==> src/rtl/frame_stream_tx_pkg.sv <==
// Shared word types and constants for the frame stream transmitter.
// Optional header words are enabled by FRAME_STREAM_TX_HEADER_EN.
package frame_stream_tx_pkg;

  localparam int DTYPE_WIDTH = 3;

  typedef logic [DTYPE_WIDTH-1:0] dtype_t;

  localparam dtype_t DTYPE_NONE        = 3'd0;
  localparam dtype_t DTYPE_FRAME_START = 3'd1;
  localparam dtype_t DTYPE_ROW_START   = 3'd2;
  localparam dtype_t DTYPE_PIXEL       = 3'd3;
  localparam dtype_t DTYPE_ROW_END     = 3'd4;
  localparam dtype_t DTYPE_FRAME_END   = 3'd5;
  localparam dtype_t DTYPE_HEADER      = 3'd6;

  localparam int HDR_WORDS = 3;

endpackage

==> src/rtl/frame_stream_tx_if.sv <==
// Pixel FIFO pull side plus framed word output of frame_stream_tx.
// Master is the transmitter; slave is the FIFO/consumer side.
interface frame_stream_tx_if
  import frame_stream_tx_pkg::*;
#(
  parameter int PIXEL_WIDTH = 10,
  parameter int DATA_WIDTH  = 16
) ();

  logic [PIXEL_WIDTH-1:0] pix_datai;
  logic                   pix_empty;
  logic                   pix_re;
  logic                   dvo;
  dtype_t                 dtypeo;
  logic [DATA_WIDTH-1:0]  datao;
  logic [DATA_WIDTH-1:0]  meta_datao;

  modport master (
    input  pix_datai,
    input  pix_empty,
    output pix_re,
    output dvo,
    output dtypeo,
    output datao,
    output meta_datao
  );

  modport slave (
    output pix_datai,
    output pix_empty,
    input  pix_re,
    input  dvo,
    input  dtypeo,
    input  datao,
    input  meta_datao
  );

endinterface

==> src/rtl/frame_stream_tx_header.sv <==
// Header word sequencer: frame_count, num_cols, num_rows.
// Only instantiated when FRAME_STREAM_TX_HEADER_EN is defined.
module frame_stream_tx_header
  import frame_stream_tx_pkg::*;
#(
  parameter int DATA_WIDTH = 16,
  parameter int DIM_WIDTH  = 12
) (
  input  logic                  clk,
  input  logic                  resetb,
  input  logic                  clear,
  input  logic                  step,
  input  logic [DIM_WIDTH-1:0]  frame_count,
  input  logic [DIM_WIDTH-1:0]  num_cols,
  input  logic [DIM_WIDTH-1:0]  num_rows,
  output logic [DATA_WIDTH-1:0] word,
  output logic                  last
);

  logic [1:0] idx_q, idx_d;

  assign last = (idx_q == 2'(HDR_WORDS - 1));

  always_comb begin
    idx_d = idx_q;
    if (clear) begin
      idx_d = '0;
    end else if (step) begin
      idx_d = last ? 2'd0 : idx_q + 2'd1;
    end
  end

  always_comb begin
    word = '0;
    case (idx_q)
      2'd0:    word = DATA_WIDTH'(frame_count);
      2'd1:    word = DATA_WIDTH'(num_cols);
      default: word = DATA_WIDTH'(num_rows);
    endcase
  end

  always_ff @(posedge clk) begin
    if (!resetb) begin
      idx_q <= '0;
    end else begin
      idx_q <= idx_d;
    end
  end

endmodule

==> src/rtl/frame_stream_tx.sv <==
// Framed pixel stream transmitter (FIFO or test pattern source).
// Define FRAME_STREAM_TX_HEADER_EN to emit 3 header words per frame.
module frame_stream_tx
  import frame_stream_tx_pkg::*;
#(
  parameter int PIXEL_WIDTH = 10,
  parameter int DATA_WIDTH  = 16,
  parameter int DIM_WIDTH   = 12,
  parameter int BLANK_WIDTH = 16
) (
  input  logic                   clk,
  input  logic                   resetb,
  input  logic                   enable,
  input  logic                   free_run,
  input  logic                   start,
  input  logic                   pattern_en,
  input  logic [DIM_WIDTH-1:0]   num_cols,
  input  logic [DIM_WIDTH-1:0]   num_rows,
  input  logic [BLANK_WIDTH-1:0] hblank,
  input  logic [BLANK_WIDTH-1:0] vblank,
  output logic                   busy,
  frame_stream_tx_if.master      bus
);

  typedef enum logic [3:0] {
    S_IDLE,
    S_FSTART,
    S_HDR,
    S_ROWSTART,
    S_PIX,
    S_ROWEND,
    S_HBLANK,
    S_FEND,
    S_VBLANK
  } state_t;

  localparam logic [DIM_WIDTH-1:0]   DIM_ONE = DIM_WIDTH'(1);
  localparam logic [BLANK_WIDTH-1:0] BLK_ONE = BLANK_WIDTH'(1);

  state_t                 state_q, state_d;
  logic [DIM_WIDTH-1:0]   cols_q, cols_d;
  logic [DIM_WIDTH-1:0]   rows_q, rows_d;
  logic [BLANK_WIDTH-1:0] hbl_q, hbl_d;
  logic [BLANK_WIDTH-1:0] vbl_q, vbl_d;
  logic                   pat_q, pat_d;
  logic [DIM_WIDTH-1:0]   row_q, row_d;
  logic [DIM_WIDTH-1:0]   col_q, col_d;
  logic [DIM_WIDTH-1:0]   frame_q, frame_d;
  logic [BLANK_WIDTH-1:0] blank_q, blank_d;
  logic                   dv_q, dv_d;
  dtype_t                 dtype_q, dtype_d;
  logic [DATA_WIDTH-1:0]  data_q, data_d;
  logic [DATA_WIDTH-1:0]  meta_q, meta_d;
  logic                   busy_q, busy_d;

  logic                   pix_re;
  logic                   launch;
  logic                   row_done;
  logic                   take;
  logic [DIM_WIDTH:0]     rc_sum;
  logic [PIXEL_WIDTH-1:0] pat_pix;

`ifdef FRAME_STREAM_TX_HEADER_EN
  logic                  hdr_step;
  logic                  hdr_last;
  logic [DATA_WIDTH-1:0] hdr_word;

  frame_stream_tx_header #(
    .DATA_WIDTH (DATA_WIDTH),
    .DIM_WIDTH  (DIM_WIDTH)
  ) u_hdr (
    .clk         (clk),
    .resetb      (resetb),
    .clear       (!enable),
    .step        (hdr_step),
    .frame_count (frame_q),
    .num_cols    (cols_q),
    .num_rows    (rows_q),
    .word        (hdr_word),
    .last        (hdr_last)
  );
`endif

  assign rc_sum  = {1'b0, row_q} + {1'b0, col_q};
  assign pat_pix = PIXEL_WIDTH'(rc_sum);
  assign take    = pat_q || !bus.pix_empty;

  always_comb begin
    state_d  = state_q;
    cols_d   = cols_q;
    rows_d   = rows_q;
    hbl_d    = hbl_q;
    vbl_d    = vbl_q;
    pat_d    = pat_q;
    row_d    = row_q;
    col_d    = col_q;
    frame_d  = frame_q;
    blank_d  = blank_q;
    dv_d     = 1'b0;
    dtype_d  = DTYPE_NONE;
    data_d   = '0;
    meta_d   = '0;
    pix_re   = 1'b0;
    launch   = 1'b0;
    row_done = 1'b0;
`ifdef FRAME_STREAM_TX_HEADER_EN
    hdr_step = 1'b0;
`endif

    unique case (state_q)
      S_IDLE: begin
        launch = start || free_run;
      end
      S_FSTART: begin
        dv_d    = 1'b1;
        dtype_d = DTYPE_FRAME_START;
        data_d  = DATA_WIDTH'(frame_q);
        row_d   = '0;
`ifdef FRAME_STREAM_TX_HEADER_EN
        state_d = S_HDR;
`else
        state_d = (rows_q == '0) ? S_FEND : S_ROWSTART;
`endif
      end
`ifdef FRAME_STREAM_TX_HEADER_EN
      S_HDR: begin
        dv_d     = 1'b1;
        dtype_d  = DTYPE_HEADER;
        data_d   = hdr_word;
        hdr_step = 1'b1;
        if (hdr_last) begin
          state_d = (rows_q == '0) ? S_FEND : S_ROWSTART;
        end
      end
`endif
      S_ROWSTART: begin
        dv_d    = 1'b1;
        dtype_d = DTYPE_ROW_START;
        data_d  = DATA_WIDTH'(row_q);
        col_d   = '0;
        state_d = (cols_q == '0) ? S_ROWEND : S_PIX;
      end
      S_PIX: begin
        pix_re = !pat_q && !bus.pix_empty;
        if (take) begin
          dv_d    = 1'b1;
          dtype_d = DTYPE_PIXEL;
          data_d  = pat_q ? DATA_WIDTH'(pat_pix)
                          : DATA_WIDTH'(bus.pix_datai);
          meta_d  = DATA_WIDTH'(col_q);
          if (col_q == cols_q - DIM_ONE) begin
            col_d   = '0;
            state_d = S_ROWEND;
          end else begin
            col_d = col_q + DIM_ONE;
          end
        end
      end
      S_ROWEND: begin
        dv_d    = 1'b1;
        dtype_d = DTYPE_ROW_END;
        data_d  = DATA_WIDTH'(row_q);
        if (hbl_q != '0) begin
          blank_d = hbl_q - BLK_ONE;
          state_d = S_HBLANK;
        end else begin
          row_done = 1'b1;
        end
      end
      S_HBLANK: begin
        if (blank_q == '0) begin
          row_done = 1'b1;
        end else begin
          blank_d = blank_q - BLK_ONE;
        end
      end
      S_FEND: begin
        dv_d    = 1'b1;
        dtype_d = DTYPE_FRAME_END;
        data_d  = DATA_WIDTH'(frame_q);
        frame_d = frame_q + DIM_ONE;
        if (vbl_q != '0) begin
          blank_d = vbl_q - BLK_ONE;
          state_d = S_VBLANK;
        end else if (free_run) begin
          launch = 1'b1;
        end else begin
          state_d = S_IDLE;
        end
      end
      S_VBLANK: begin
        if (blank_q != '0) begin
          blank_d = blank_q - BLK_ONE;
        end else if (free_run) begin
          launch = 1'b1;
        end else begin
          state_d = S_IDLE;
        end
      end
      default: begin
        state_d = S_IDLE;
      end
    endcase

    if (row_done) begin
      if (row_q == rows_q - DIM_ONE) begin
        state_d = S_FEND;
      end else begin
        row_d   = row_q + DIM_ONE;
        state_d = S_ROWSTART;
      end
    end

    // Frame geometry is frozen here for the whole frame.
    if (launch) begin
      state_d = S_FSTART;
      cols_d  = num_cols;
      rows_d  = num_rows;
      hbl_d   = hblank;
      vbl_d   = vblank;
      pat_d   = pattern_en;
      row_d   = '0;
      col_d   = '0;
    end

    // Never pop the FIFO into a frame that is being aborted.
    if (!enable) begin
      state_d = S_IDLE;
      row_d   = '0;
      col_d   = '0;
      frame_d = '0;
      blank_d = '0;
      dv_d    = 1'b0;
      dtype_d = DTYPE_NONE;
      data_d  = '0;
      meta_d  = '0;
      pix_re  = 1'b0;
`ifdef FRAME_STREAM_TX_HEADER_EN
      hdr_step = 1'b0;
`endif
    end

    busy_d = (state_d != S_IDLE);
  end

  always_ff @(posedge clk) begin
    if (!resetb) begin
      state_q <= S_IDLE;
      cols_q  <= '0;
      rows_q  <= '0;
      hbl_q   <= '0;
      vbl_q   <= '0;
      pat_q   <= 1'b0;
      row_q   <= '0;
      col_q   <= '0;
      frame_q <= '0;
      blank_q <= '0;
      dv_q    <= 1'b0;
      dtype_q <= DTYPE_NONE;
      data_q  <= '0;
      meta_q  <= '0;
      busy_q  <= 1'b0;
    end else begin
      state_q <= state_d;
      cols_q  <= cols_d;
      rows_q  <= rows_d;
      hbl_q   <= hbl_d;
      vbl_q   <= vbl_d;
      pat_q   <= pat_d;
      row_q   <= row_d;
      col_q   <= col_d;
      frame_q <= frame_d;
      blank_q <= blank_d;
      dv_q    <= dv_d;
      dtype_q <= dtype_d;
      data_q  <= data_d;
      meta_q  <= meta_d;
      busy_q  <= busy_d;
    end
  end

  assign bus.pix_re     = pix_re;
  assign bus.dvo        = dv_q;
  assign bus.dtypeo     = dtype_q;
  assign bus.datao      = data_q;
  assign bus.meta_datao = meta_q;
  assign busy           = busy_q;

endmodule
==> src/flat_wrapper.sv <==
// flat-port wrapper written by rule: the top's interface ports become plain ports
module frame_stream_tx_flat import frame_stream_tx_pkg::*;
#(
  parameter int PIXEL_WIDTH = 10,
  parameter int DATA_WIDTH  = 16,
  parameter int DIM_WIDTH   = 12,
  parameter int BLANK_WIDTH = 16
)
  (clk, resetb, enable, free_run, start, pattern_en, num_cols, num_rows, hblank, vblank, busy, bus_pix_datai, bus_pix_empty, bus_pix_re, bus_dvo, bus_dtypeo, bus_datao, bus_meta_datao);
  frame_stream_tx_if #(.PIXEL_WIDTH(PIXEL_WIDTH), .DATA_WIDTH(DATA_WIDTH)) bus_i ();
  input  logic clk;
  input  logic resetb;
  input  logic enable;
  input  logic free_run;
  input  logic start;
  input  logic pattern_en;
  input  logic [DIM_WIDTH-1:0] num_cols;
  input  logic [DIM_WIDTH-1:0] num_rows;
  input  logic [BLANK_WIDTH-1:0] hblank;
  input  logic [BLANK_WIDTH-1:0] vblank;
  output logic busy;
  input wire logic [$bits(bus_i.pix_datai)-1:0] bus_pix_datai;
  input wire logic [$bits(bus_i.pix_empty)-1:0] bus_pix_empty;
  output wire logic [$bits(bus_i.pix_re)-1:0] bus_pix_re;
  output wire logic [$bits(bus_i.dvo)-1:0] bus_dvo;
  output wire logic [$bits(bus_i.dtypeo)-1:0] bus_dtypeo;
  output wire logic [$bits(bus_i.datao)-1:0] bus_datao;
  output wire logic [$bits(bus_i.meta_datao)-1:0] bus_meta_datao;
  assign bus_i.pix_datai = bus_pix_datai;
  assign bus_i.pix_empty = bus_pix_empty;
  assign bus_pix_re = bus_i.pix_re;
  assign bus_dvo = bus_i.dvo;
  assign bus_dtypeo = bus_i.dtypeo;
  assign bus_datao = bus_i.datao;
  assign bus_meta_datao = bus_i.meta_datao;
  frame_stream_tx #(.PIXEL_WIDTH(PIXEL_WIDTH), .DATA_WIDTH(DATA_WIDTH), .DIM_WIDTH(DIM_WIDTH), .BLANK_WIDTH(BLANK_WIDTH)) u_core (.clk(clk), .resetb(resetb), .enable(enable), .free_run(free_run), .start(start), .pattern_en(pattern_en), .num_cols(num_cols), .num_rows(num_rows), .hblank(hblank), .vblank(vblank), .busy(busy), .bus(bus_i));
endmodule
==> config.mk <==
export PLATFORM = sky130hd
export DESIGN_NAME = frame_stream_tx_flat
export DESIGN_NICKNAME = d
export VERILOG_FILES = /design/src/rtl/frame_stream_tx_pkg.sv /design/src/rtl/frame_stream_tx_if.sv /design/src/rtl/frame_stream_tx_header.sv /design/src/rtl/frame_stream_tx.sv /design/src/flat_wrapper.sv
export SDC_FILE = /design/constraint.sdc
export NUM_CORES = 1
export LEC_CHECK = 0
export CORE_MARGIN = 2
export CORE_UTILIZATION = 45
export DETAILED_ROUTE_END_ITERATION = 16
export PLACE_DENSITY = 0.75
export SLEW_MARGIN = 0
export SYNTH_ARGS = -nofsm -noshare
export SYNTH_HDL_FRONTEND = slang
export SYNTH_SLANG_ARGS = --single-unit
==> constraint.sdc <==
create_clock -name clk -period 10.35 [get_ports clk]
set_clock_uncertainty 0.1 [all_clocks]
set_input_delay 2.07 -clock clk [delete_from_list [all_inputs] [get_ports clk]]
set_output_delay 2.07 -clock clk [all_outputs]
set_load 0.03 [all_outputs]
---- After elaboration in Yosys (flattened, before gate mapping) ----
Cells that the tools add are included.
storage, ports and cells
  register bits ........................... 150
  output and inout port bits .............. 38
  word-level logic and storage cells ...... 106
cells by class
  add/subtract/negate cells ............... 9
  eq/ne operators ......................... 14
  multiplexer cells ....................... 40
  bitwise logic cells ..................... 2
  reduce and logical (&&, ||, !) cells .... 25
operators with widths
  operator                                              number
  2-to-1 mux 16 bit                                     5
  one-hot mux 16 bit (4 select lines)                   1
  2-to-1 mux 12 bit                                     5
  one-hot mux 16 bit (3 select lines)                   1
  nonzero test 16 bit                                   3
  subtractor 16 x 1 -> 16 bit (second input constant)   3
  adder 12 x 1 -> 12 bit (second input constant)        3
  2-to-1 mux 4 bit                                      9
  one-hot mux 4 bit (7 select lines)                    1
  equality test 12 bit                                  2
  logical NOT 12 bit                                    2
  one-hot mux 12 bit (2 select lines)                   1
  subtractor 12 x 1 -> 12 bit (second input constant)   2
  equality test 4 x 3 -> 1 bit (second input constant)  4
  logical NOT 16 bit                                    1
  one-hot mux 3 bit (5 select lines)                    1
  adder 10 bit                                          1
  2-to-1 mux 10 bit                                     1
  2-to-1 mux 1 bit                                      9
  != test 2 x 1 -> 1 bit (second input constant)        4
  nonzero test 4 bit                                    2
  2-to-1 mux 3 bit                                      2
  OR reduction 2 bit                                    3
  AND reduction 5 bit                                   1
  18 further kinds                                      23

---- Logic depth before layout (Yosys ltp) ----
  depth in word-level cells ............... 9
  gate-level depth with buffers ........... 13
  mapped depth without buffers ............ 10

---- Least setup slack after synthesis ----
OpenSTA, ideal clock, no wires.
  path kind ............................... input -> output
  from .................................... in bus_pix_empty
  to ...................................... out bus_pix_re
  arrival time ............................ 2.728 ns
  required time ........................... 8.180 ns
  slack ................................... 5.452 ns
  cell stages on the path ................. 2
  buffers on the path ..................... 0
  cell sequence ........................... nor2_1 > and3_1
between the ends
  longest elaborated chain between the ends .. 4
ends and longest elaborated chain
  item               RTL line                RTL
  from (decl)        flat_wrapper.sv:23      input wire logic [$bits(bus_i.pix_empty)-1:0] bus_pix_empty;
  logical NOT 1 bit  frame_stream_tx.sv:144  pix_re = !pat_q && !bus.pix_empty;
  logical AND 1 bit  frame_stream_tx.sv:144
  2-to-1 mux 1 bit   frame_stream_tx.sv:110  unique case (state_q)
  2-to-1 mux 1 bit   frame_stream_tx.sv:227  if (!enable) begin
  to (decl)          flat_wrapper.sv:24      output wire logic [$bits(bus_i.pix_re)-1:0] bus_pix_re;
Every way passes these cells.

---- Final worst setup path ----
Same ends and word-level chain as after synthesis.

==> key figures <==
Status
  • Status: finished, final reports clean

Placement
  • GPL Wtd Cong: around 0.89
  • Post-detail-place hpwl: 14700 um
  • Worst Setup Slack post-DPL: about 4.4 ns
  • Port buffer count: just over 100
  • Cells after DPL: roughly 1300

Synth
  • Synthesized flop and latch total: between 100 and 150
  • EDFF count, synth: 0
  • Main combinational cell family by area after synthesis: simple AND/OR/NAND/NOR gates
  • Top FF cell, synth: dfxtp_1
  • Mapped Area: a little under 8000 sq um
  • Netlist cell types: a little under 80
  • Multiplexer share of the synthesized area: 1.97%
  • Sequential cell area fraction in the yosys report: a little over a third
  • Post-synth ARST share: 0%
  • Synth Area in Compound Gates: between 20% and 30%
  • Adder and majority gate portion of the synthesized area: between 2 and 3%
  • Xor/xnor share of the synthesized area: under 10%
  • Ys Warns: 0
  • Mapped Cells: between 900 and 1000
  • Avg Inst Size Synth: 7.95 sq um
  • Simple-gate portion of the synthesized area: 27.1%

Clock network
  • Root Buffer: clkbuf_16
  • CTS resizes: 0
  • Hold Buf Count CTS: 0
  • TritonCTS Sinks: approximately 140
  • CTS tree: yes
  • Setup bufs post-CTS: 0
  • CTS Buf Count: 17
  • Bufs on Longest Clock Path: 2
  • Worst-Skew Late Latency: 0.42 ns
  • H-tree depth: 4
  • Clock-pin slew on the worst setup and hold paths: about 0.06 ns

STA
  • Min Tclk post-route: 5.95 ns
  • Total negative slack: 0 ns
  • Final setup margin: roughly 4.4 ns
  • Max_slew headroom: around 27%
  • Count of final setup violators: 0
  • Slew @ Worst Pin: about 1.1 ns
  • Slew Viols, Final: 0
  • RSZ-0062 raised after global routing: false
  • Endpoints failing hold: 0
  • Fmax: roughly 0.17 GHz
  • Crit share post-route: a little under three fifths

Hold path
  • Hold Path Class: register to register

Floorplanning
  • Core region area: approximately 17000 sq um
  • Initial core utilization: a little under half
  • Row cnt: 48
  • DIE AREA: between 15000 and 20000 sq um
  • Die height: between 100 and 150 um
  • I/O pins: between 100 and 150
  • Die span in x: roughly 140 um

Worst setup path
  • Crit path DAT: between 3 and 4 ns
  • Worst setup SP type: input pin
  • CP max FO: 8
  • Crit path capture type: output port
  • Required time of the critical path: 8.18 ns
  • Setup Crit Path Kind: input pin to output port

Final layout
  • Layout cells sized above 1: about 4.9%
  • Reg area: ~2800 sq um
  • Layout area overhead: 21.5%
  • Core Util, Final: between 50% and 60%
  • ANT cells: 0
  • Filler instances: roughly 1600
  • Multi-input gate area: 4660 sq um
  • Post-Layout Cell Count: ~1300
  • Nets: 1143

GRT
  • GR Util All Layers: between 20 and 25%
  • Initial antenna violation count: 0
  • Number of global-route vias before repair: approximately 6700
  • First-pass GRT wire length: roughly 34000 um
  • Largest net degree at the start of global routing: between 60 and 70
  • Total grt overflow: 0

Job
  • Max cap viols: 0

Pwr
  • Pwr dens: between 100 and 150 nW/um^2
  • P_int: between 1000 and 1500 uW
  • Comb pwr share: about 13%
  • Switching power: ~360 uW
  • Clock network power share: approximately 45%
  • Register share of total power: a little over two fifths
  • Pleak: around 0.0035 uW
  • Switching Fraction: between 20% and 30%
  • Maximum vdd drop: roughly 0.00013 V

Route
  • DRT iter0 DRCs: roughly 590
  • # DRC: 0
  • Wirelength per Cell: 16.3 um
  • Detail Route Antenna Nets: 0
  • Via count: 7449
  • Vias per std cell: a little under 6
  • First drt pass iteration count: 5
  • WL final: 21000 um
==> final timing paths <==
path                     startpoint            endpoint  slack [ns]  depth (start not counted)
hold reg to reg     u_core.hbl_q[8]     u_core.hbl_q[8]        0.37                          2
hold / removal      u_core.hbl_q[8]     u_core.hbl_q[8]        0.37                          2
setup / recovery      bus_pix_empty          bus_pix_re        4.40                          4
setup reg to reg  u_core.state_q[1]  u_core.blank_q[14]        6.07                         10
==> power groups by stage <==
stage / sequential, uW / combinational, uW / clock, uW
floorplan: 589 / 132 / 0
global placement: 599 / 175 / 0
detailed placement: 600 / 178 / 0
CTS: 588 / 179 / 646
global route: 591 / 199 / 673
finish: 588 / 179 / 640
==> worst max-delay path: stages <==
cell	delay, ns
clkdlybuf4s50_1	0.45
nor2_1	0.37
and3_1	0.22
clkdlybuf4s50_1	0.67
==> cell type report <==
cell class | instances | share of cell area, %
multi-input combinational | 762 | 48.8
tap | 225 | 2.95
sequential | 142 | 29.8
timing repair buffer | 110 | 11.3
clock inverter | 10 | 1.73
inverter | 21 | 0.825
clock buffer | 19 | 4.64
==> sequential cells by signal, indices dropped and copies added, names as in the netlist, 3 cells and up <==
signal	flops
u_core.blank_q	16
u_core.hbl_q	16
u_core.vbl_q	16
u_core.bus.datao	12
u_core.bus.meta_datao	12
u_core.col_q	12
u_core.cols_q	12
u_core.frame_q	12
u_core.row_q	12
u_core.rows_q	12
u_core.state_q	4
u_core.bus.dtypeo	3
==> cell families after synthesis <==
kind of cell / after synthesis
AND/OR/NAND/NOR: 442
AO/OA/AOI/OAI: 224
flip-flops: 142
buffers and inverters: 92
XOR/XNOR: 57
adder cells (fa/ha/maj): 16
multiplexers: 15
other: 1
==> routing by layer <==
metal  track usage [%]  wire, um
met1              33.4      9940
met4              8.45       505
met5                 0         0
met2              33.2      8730
met3              5.93      1790
==> cells in the mapped netlist (11+ instances only) <==
master,n,share of area [%]
nand2_1,186,8.9
dfxtp_1,142,36
nor2_1,72,3.4
clkbuf_1,50,2.4
nand3_1,39,2.5
a21oi_1,36,2.3
xnor2_1,36,4.0
a21boi_1,30,2.9
a21boi_0,28,2.7
nor3_1,28,1.8
inv_1,21,1.0
xor2_1,21,2.3
nor4_1,19,1.5
and3_1,18,1.4
o21ai_0,17,1.1
ha_1,15,2.4
o2111ai_1,14,1.6
or3_1,14,1.1
o21ai_1,13,0.83
nand4_1,12,0.95
mux2i_1,11,1.4
or4_1,11,1.1
==> per-stage QoR <==
| stage | hold slack (ns) | area, sq um | total power, uW |
|---|---|---|---|
| floorplan | 0.339 | 7890 | 721 |
| global placement | 0.357 | 8940 | 774 |
| detailed placement | 0.363 | 8940 | 778 |
| CTS | 0.371 | 9550 | 1410 |
| global route | 0.398 | 9550 | 1460 |
| finish | 0.369 | 9550 | 1410 |
==> placed cells by master (no fill, tap or decap), types with 4 or more instances in the layout <==
cell type,synthesis,layout
a41oi_1,4,4
nor2_1,72,72
o21ai_1,13,13
buf_4,8,8
a22oi_1,8,8
or3_1,14,14
a21boi_0,28,28
a222oi_1,9,9
a31oi_1,10,9
or4_1,11,11
nor4_1,19,19
xor2_1,21,21
and3_1,18,18
bufinv_16,0,4
a21oi_1,36,36
a221o_1,4,4
nor2b_1,9,9
nand2_1,186,186
o211ai_1,10,10
nand4_1,12,12
inv_1,21,21
mux2i_1,11,11
clkdlybuf4s50_1,0,102
nand3_1,39,39
a21boi_1,30,30
clkbuf_16,0,17
conb_1,1,8
a211oi_1,4,4
o2111ai_1,14,14
xnor2_1,36,36
o31ai_1,4,4
o21ai_0,17,17
nor3_1,28,28
and2_1,9,9
dfxtp_1,142,142
ha_1,15,15
a221oi_1,4,4
(Power assumes the default switching activity.)
==> RTL edit 1: new RTL, same flow settings <==
Build with the macro `FRAME_STREAM_TX_HEADER_EN` defined.
--- a/src/rtl/frame_stream_tx.sv
+++ b/src/rtl/frame_stream_tx.sv
@@ -2,2 +2,4 @@
 // Define FRAME_STREAM_TX_HEADER_EN to emit 3 header words per frame.
+`define FRAME_STREAM_TX_HEADER_EN
+
 module frame_stream_tx
Behaviour: not the same (a bounded check fails within 4 cycles, from zero or initial values and one cycle with resetb low).
==> RTL edit 1 against the unedited design <==
- final area rose by 5.4%
- critical path depth did not move
- setup slack improved by 0.11 ns
- power rose by 3.4%
- wire length rose by 20%
- synthesized area rose by 6.9%
- sequential share of layout area fell by 1.1 points
- highest routed layer unchanged
- sequential cell count rose by 2
- clock power rose by 3.3%
==> RTL edit 1: results (changes against the unedited design) <==
| Metric | Value |
|---|---|
| CTS Buf Count | 17 (unchanged) |
| Yosys cell types | 77 (unchanged) |
| Slowest CP cell | clkdlybuf4s50_1 (unchanged) |
| Seq/Total Area, Yosys | 34.3% (was 36.2%) |
| Hold Crit Class | reg2reg (unchanged) |
| Worst Path Arrival | 3.68 ns (was 3.78 ns) |
| Biggest regs | u_core.blank_q: 16 flops, u_core.hbl_q: 16 flops, u_core.vbl_q: 16 flops (unchanged) |
| Gpl congestion | 1.01 (was 0.893) |
| Slowest stage delay, CP | 0.66 ns |
| Clk buf depth | 2 (unchanged) |
| Largest net degree at the start of global routing | 60 (was 61) |
| Synth async-reset ratio | 0% (unchanged) |
| First-pass detailed-route iteration total | 6 (was 5) |
| Mux share of post-synthesis cell area | 0.744% (was 1.97%) |
| Post-CTS Setup Inserts | 0 (unchanged) |
| Compound-Gate Fraction of Synth Area | 22.6% (was 20.7%) |
| Net switching power | 0.000401 W (was 0.000355 W) |
| H-tree depth | 4 (unchanged) |
| Worst Hold Launch | u_core.vbl_q[4] (was u_core.hbl_q[8]) |
| Share of layout cells above drive strength 1 | 5.04% (was 4.89%) |
| Fillers | 1730 (was 1624) |
| Post-CTS Resized | 0 (unchanged) |
| Antenna diodes | 0 (unchanged) |
| Adder and majority gate portion of the synthesized area | 2.47% (was 2.64%) |
| HPWL after DPL | 18100 um (was 14700 um) |
| Initial antenna violation count | 0 (unchanged) |
| Slew headroom | 23.8% (was 27.5%) |
| PortBufs | 102 (unchanged) |
| XOR/XNOR share of the synthesized area | 5.94% (was 6.35%) |
| Yosys warns | 0 (unchanged) |
| Placed Area | 9440 sq um (was 8940 sq um) |
| Vias in the first global route | 7521 (was 6735) |
| Area contributors post-synth | dfxtp_1 (34%), nand2_1 (8.5%), a21boi_0 (5.5%) (was dfxtp_1 (36%), nand2_1 (8.9%), xnor2_1 (4.0%)) |
| FF-to-FF Start | u_core.state_q[2] (was u_core.state_q[1]) |
| Top post-synthesis cells by count | nand2_1 (191), dfxtp_1 (144), clkbuf_1 (73) (was nand2_1 (186), dfxtp_1 (142), nor2_1 (72)) |
| Vias | 8356 (was 7449) |
| Multi-input gate area | 5080 sq um (was 4660 sq um) |
| Leakage | 3.61 nW (was 3.51 nW) |
| CTS root buffer | clkbuf_16 (unchanged) |
| Worst-path fanout max | 8 (unchanged) |
| Worst-Skew Late Latency | 0.44 ns (was 0.42 ns) |
| Routed len/inst | 18.3 um (was 16.3 um) |
| First-pass GRT wire length | 40400 um (was 34300 um) |
| Cell family with most CP delay | buffers and inverters (unchanged) |
| Status | finished, final reports clean (unchanged) |
| Crit path from | bus_pix_empty (unchanged) |
| Drt initial violations | 915 (was 587) |
| Clk slew on worst S/H paths | 0.07 ns |
| Worst IR Drop VDD | 119 uV (was 129 uV) |
| NumNets Final | 1226 (was 1143) |
| Total track usage | 25.4% (was 23.2%) |
RTL edit 1: cell count changes after synthesis, sizes merged, moves of 8 or more:
cell and delta:
clkbuf +22, nand2b +11, o2111ai -11, a21oi +10, nor3 +10, and2 +9
o21ai +8, or4 -8
RTL edit 1: path summary, 6_finish.rpt:
path         slack (ns)                  to  cells after the start
max                4.50          bus_pix_re                      4
min                0.39     u_core.vbl_q[4]                      2
max reg2reg        6.07  u_core.blank_q[14]                     10
min reg2reg        0.39     u_core.vbl_q[4]                      2
RTL edit 1: through the flow:
stage               cells  total power [W]  hold slack, ns  worst slack [ns]
finish               1379          0.00146           0.386              4.50
global route         1379          0.00151           0.409              4.37
CTS                  1378          0.00146           0.388              4.49
detailed placement   1346         0.000802           0.375              4.49
global placement     1346         0.000798           0.368              4.53
floorplan            1098         0.000737           0.345              5.47
RTL edit 1: power by group through the flow:
stage               Sequential, W  Combinational, W  Clock, W
detailed placement       0.000612          0.000190         0
CTS                      0.000600          0.000192  0.000666
floorplan                0.000597          0.000140         0
global placement         0.000611          0.000187         0
finish                   0.000601          0.000194  0.000661
global route             0.000603          0.000215  0.000692
RTL edit 1: area by class of cell:
class	count	share of cell area (%)
Clock buffer	19	4.50
Multi-Input combinational cell	838	50.5
Sequential cell	144	28.6
Tap cell	229	2.85
Inverter	23	0.857
Timing Repair Buffer	113	10.9
Clock inverter	13	1.76
RTL edit 1: worst min-delay path: cells and delay by family (launching register included):
family           cells  cell delay (ns)
AND/OR/NAND/NOR      1             0.05
flip-flops           1             0.33
AO/OA/AOI/OAI        1             0.06
RTL edit 1: layer usage:
layer  wire length (um)  track usage (%)
met5                  0                0
met4                518             8.32
met3               2040             5.06
met2              10900             37.5
met1              11700             37.0
==> RTL edit 2: new RTL, config.mk and constraints unchanged <==
Without the edit above. Re-encode `state_t` (9 states) as one-hot, 9 bits wide.
--- a/src/rtl/frame_stream_tx.sv
+++ b/src/rtl/frame_stream_tx.sv
@@ -24,12 +24,12 @@
 
-  typedef enum logic [3:0] {
-    S_IDLE,
-    S_FSTART,
-    S_HDR,
-    S_ROWSTART,
-    S_PIX,
-    S_ROWEND,
-    S_HBLANK,
-    S_FEND,
-    S_VBLANK
+  typedef enum logic [8:0] {
+    S_IDLE     = 9'b000000001,
+    S_FSTART   = 9'b000000010,
+    S_HDR      = 9'b000000100,
+    S_ROWSTART = 9'b000001000,
+    S_PIX      = 9'b000010000,
+    S_ROWEND   = 9'b000100000,
+    S_HBLANK   = 9'b001000000,
+    S_FEND     = 9'b010000000,
+    S_VBLANK   = 9'b100000000
   } state_t;
Behaviour: same outputs for any inputs over 4 cycles, from zero or initial values and one cycle with resetb low; so few cycles prove little.
==> RTL edit 2 against the unedited design <==
- register-to-register slack improved by 0.34 ns
- final area increased by 3.8%
- final cell count increased by 4.3%
- synthesized area increased by 4.9%
- via count increased by 6.8%
- non-clock buffer count increased by 4
- wire length increased by 11%
- sequential cell count increased by 5
- count of clock-buffer cells in the layout increased by 1
- power increased by 0.57%
- setup slack improved by 0.074 ns
- largest cell class unchanged
==> RTL edit 2: results (changes against the unedited design) <==
| Metric | Value |
|---|---|
| Antenna diodes | 0 (unchanged) |
| Worst-path fanout max | 7 (was 8) |
| Slowest CP cell | clkdlybuf4s50_1 (unchanged) |
| FF-to-FF Start | u_core.state_q[7] (was u_core.state_q[1]) |
| Vias in the first global route | 7357 (was 6735) |
| Total track usage | 23.9% (was 23.2%) |
| Synth async-reset ratio | 0% (unchanged) |
| Reg2reg end | u_core.blank_q[4] (was u_core.blank_q[14]) |
| R2R Setup Slk | 6.41 ns (was 6.07 ns) |
| Area contributors post-synth | dfxtp_1 (36%), nand2_1 (8.6%), a21boi_0 (5.3%) (was dfxtp_1 (36%), nand2_1 (8.9%), xnor2_1 (4.0%)) |
| Leakage | 3.49 nW (was 3.51 nW) |
| Yosys cell types | 81 (was 77) |
| XOR/XNOR share of the synthesized area | 5.84% (was 6.35%) |
| Setup slack at placement | 4.50 ns (was 4.42 ns) |
| Vias | 7959 (was 7449) |
| Compound-Gate Fraction of Synth Area | 22.1% (was 20.7%) |
| Top post-synthesis cells by count | nand2_1 (188), dfxtp_1 (147), nor2_1 (85) (was nand2_1 (186), dfxtp_1 (142), nor2_1 (72)) |
| Routed len/inst | 17.4 um (was 16.3 um) |
| Clk buf depth | 2 (unchanged) |
| Top FF cell, synth | dfxtp_1 (unchanged) |
| Largest net degree at the start of global routing | 61 (unchanged) |
| Gpl congestion | 0.956 (was 0.893) |
| Slowest stage delay, CP | 0.67 ns (about the same) |
| PortBufs | 102 (unchanged) |
| CTS root buffer | clkbuf_16 (unchanged) |
| First-pass detailed-route iteration total | 6 (was 5) |
| Crit path capture | bus_pix_re (unchanged) |
| Post-CTS Resized | 0 (unchanged) |
| HPWL after DPL | 16500 um (was 14700 um) |
| Initial antenna violation count | 0 (unchanged) |
| Status | finished, final reports clean (unchanged) |
| Adder and majority gate portion of the synthesized area | 2.52% (was 2.64%) |
| Share of layout cells above drive strength 1 | 5.82% (was 4.89%) |
| Crit path from | bus_pix_empty (unchanged) |
| Hold Crit Class | reg2reg (unchanged) |
| Post-CTS Setup Inserts | 0 (unchanged) |
| Fmax | 170 MHz (was 168 MHz) |
| Worst-Skew Late Latency | 0.42 ns (about the same) |
| Yosys warns | 0 (unchanged) |
| CTS Buf Count | 17 (unchanged) |
| H-tree depth | 4 (unchanged) |
| Mux share of post-synthesis cell area | 1.23% (was 1.97%) |
| Worst Tran Pin Value | 1.23 ns (was 1.08 ns) |
| Worst Path Arrival | 3.71 ns (was 3.78 ns) |
| Seq/Total Area, Yosys | 35.7% (was 36.2%) |
| Drt initial violations | 762 (was 587) |
| NumNets Final | 1194 (was 1143) |
| Clk slew on worst S/H paths | 0.05 ns |
| Reg2Reg Depth | 7 (was 10) |
| Biggest regs | u_core.blank_q: 16 flops, u_core.hbl_q: 16 flops, u_core.vbl_q: 16 flops (unchanged) |
| First-pass GRT wire length | 38000 um (was 34300 um) |
| Worst IR Drop VDD | 127 uV (was 129 uV) |
[RTL edit 2: changes by cell type after synthesis, moves of 7 or more]
cell       delta
buf_2         +7
nand2b_1      +8
o211ai_1      -7
a21boi_1     -30
o2111ai_1     -8
nor2_1       +13
a21boi_0     +30
a32oi_1      +12
o21ai_0      +17
o21ai_1      -12
a21oi_1       +8
[RTL edit 2: worst min path at each step]
stage | from | cells past startpoint | slack [ns] | endpoint
2_1_floorplan | u_core.blank_q[2] | 2 | 0.35 | u_core.blank_q[2]
3_3_place_gp | u_core.blank_q[2] | 2 | 0.37 | u_core.blank_q[2]
3_5_place_dp | u_core.blank_q[2] | 2 | 0.38 | u_core.blank_q[2]
4_1_cts | u_core.blank_q[2] | 2 | 0.38 | u_core.blank_q[2]
5_1_grt | u_core.blank_q[2] | 2 | 0.40 | u_core.blank_q[2]
6_report | u_core.blank_q[2] | 2 | 0.38 | u_core.blank_q[2]
[RTL edit 2: power by group]
group	switching (W)	total, W	internal, W
Combinational	0.0000956	0.000177	0.0000809
Clock	0.000238	0.000637	0.000400
Sequential	0.0000210	0.000602	0.000581
[RTL edit 2: per-layer routing]
metal | global-route usage [%] | routed length, um
met5 | 0 | 0
met2 | 34.5 | 9760
met1 | 34.8 | 10800
met3 | 6.06 | 2400
met4 | 8.03 | 420
[RTL edit 2: area by class of cell]
class,count,area (sq um)
Fill cell,1692,8050
Multi-Input combinational cell,800,4890
Sequential cell,147,2940
Timing Repair Buffer,114,1110
Clock buffer,20,437
Tap cell,229,287
Clock inverter,10,160
Inverter,25,93.8
[RTL edit 2: cells by family (layout without fill, tap and decap cells)]
logic type | after synthesis | in the layout
buffers and inverters | 105 | 169
AND/OR/NAND/NOR | 461 | 461
adder cells (fa/ha/maj) | 16 | 16
XOR/XNOR | 55 | 55
flip-flops | 147 | 147
AO/OA/AOI/OAI | 249 | 249
multiplexers | 10 | 10
other | 1 | 9
[RTL edit 2: through the flow]
stage	utilization, %	total power [W]	std cells	hold WS [ns]	instance area, sq um
after global placement	51.9	0.000785	1315	0.372	9320
after global routing	55.2	0.00147	1345	0.400	9920
after floorplan	-	0.000728	1052	0.345	8280
after CTS	55.2	0.00142	1345	0.382	9920
after detailed placement	51.9	0.000788	1315	0.376	9320
final	55.2	0.00142	1345	0.382	9920
[RTL edit 2: critical path: cells and delay by family]
kind / cells / cell delay (ns)
simple gates: 2 / 0.53
buf+inv: 2 / 1.11
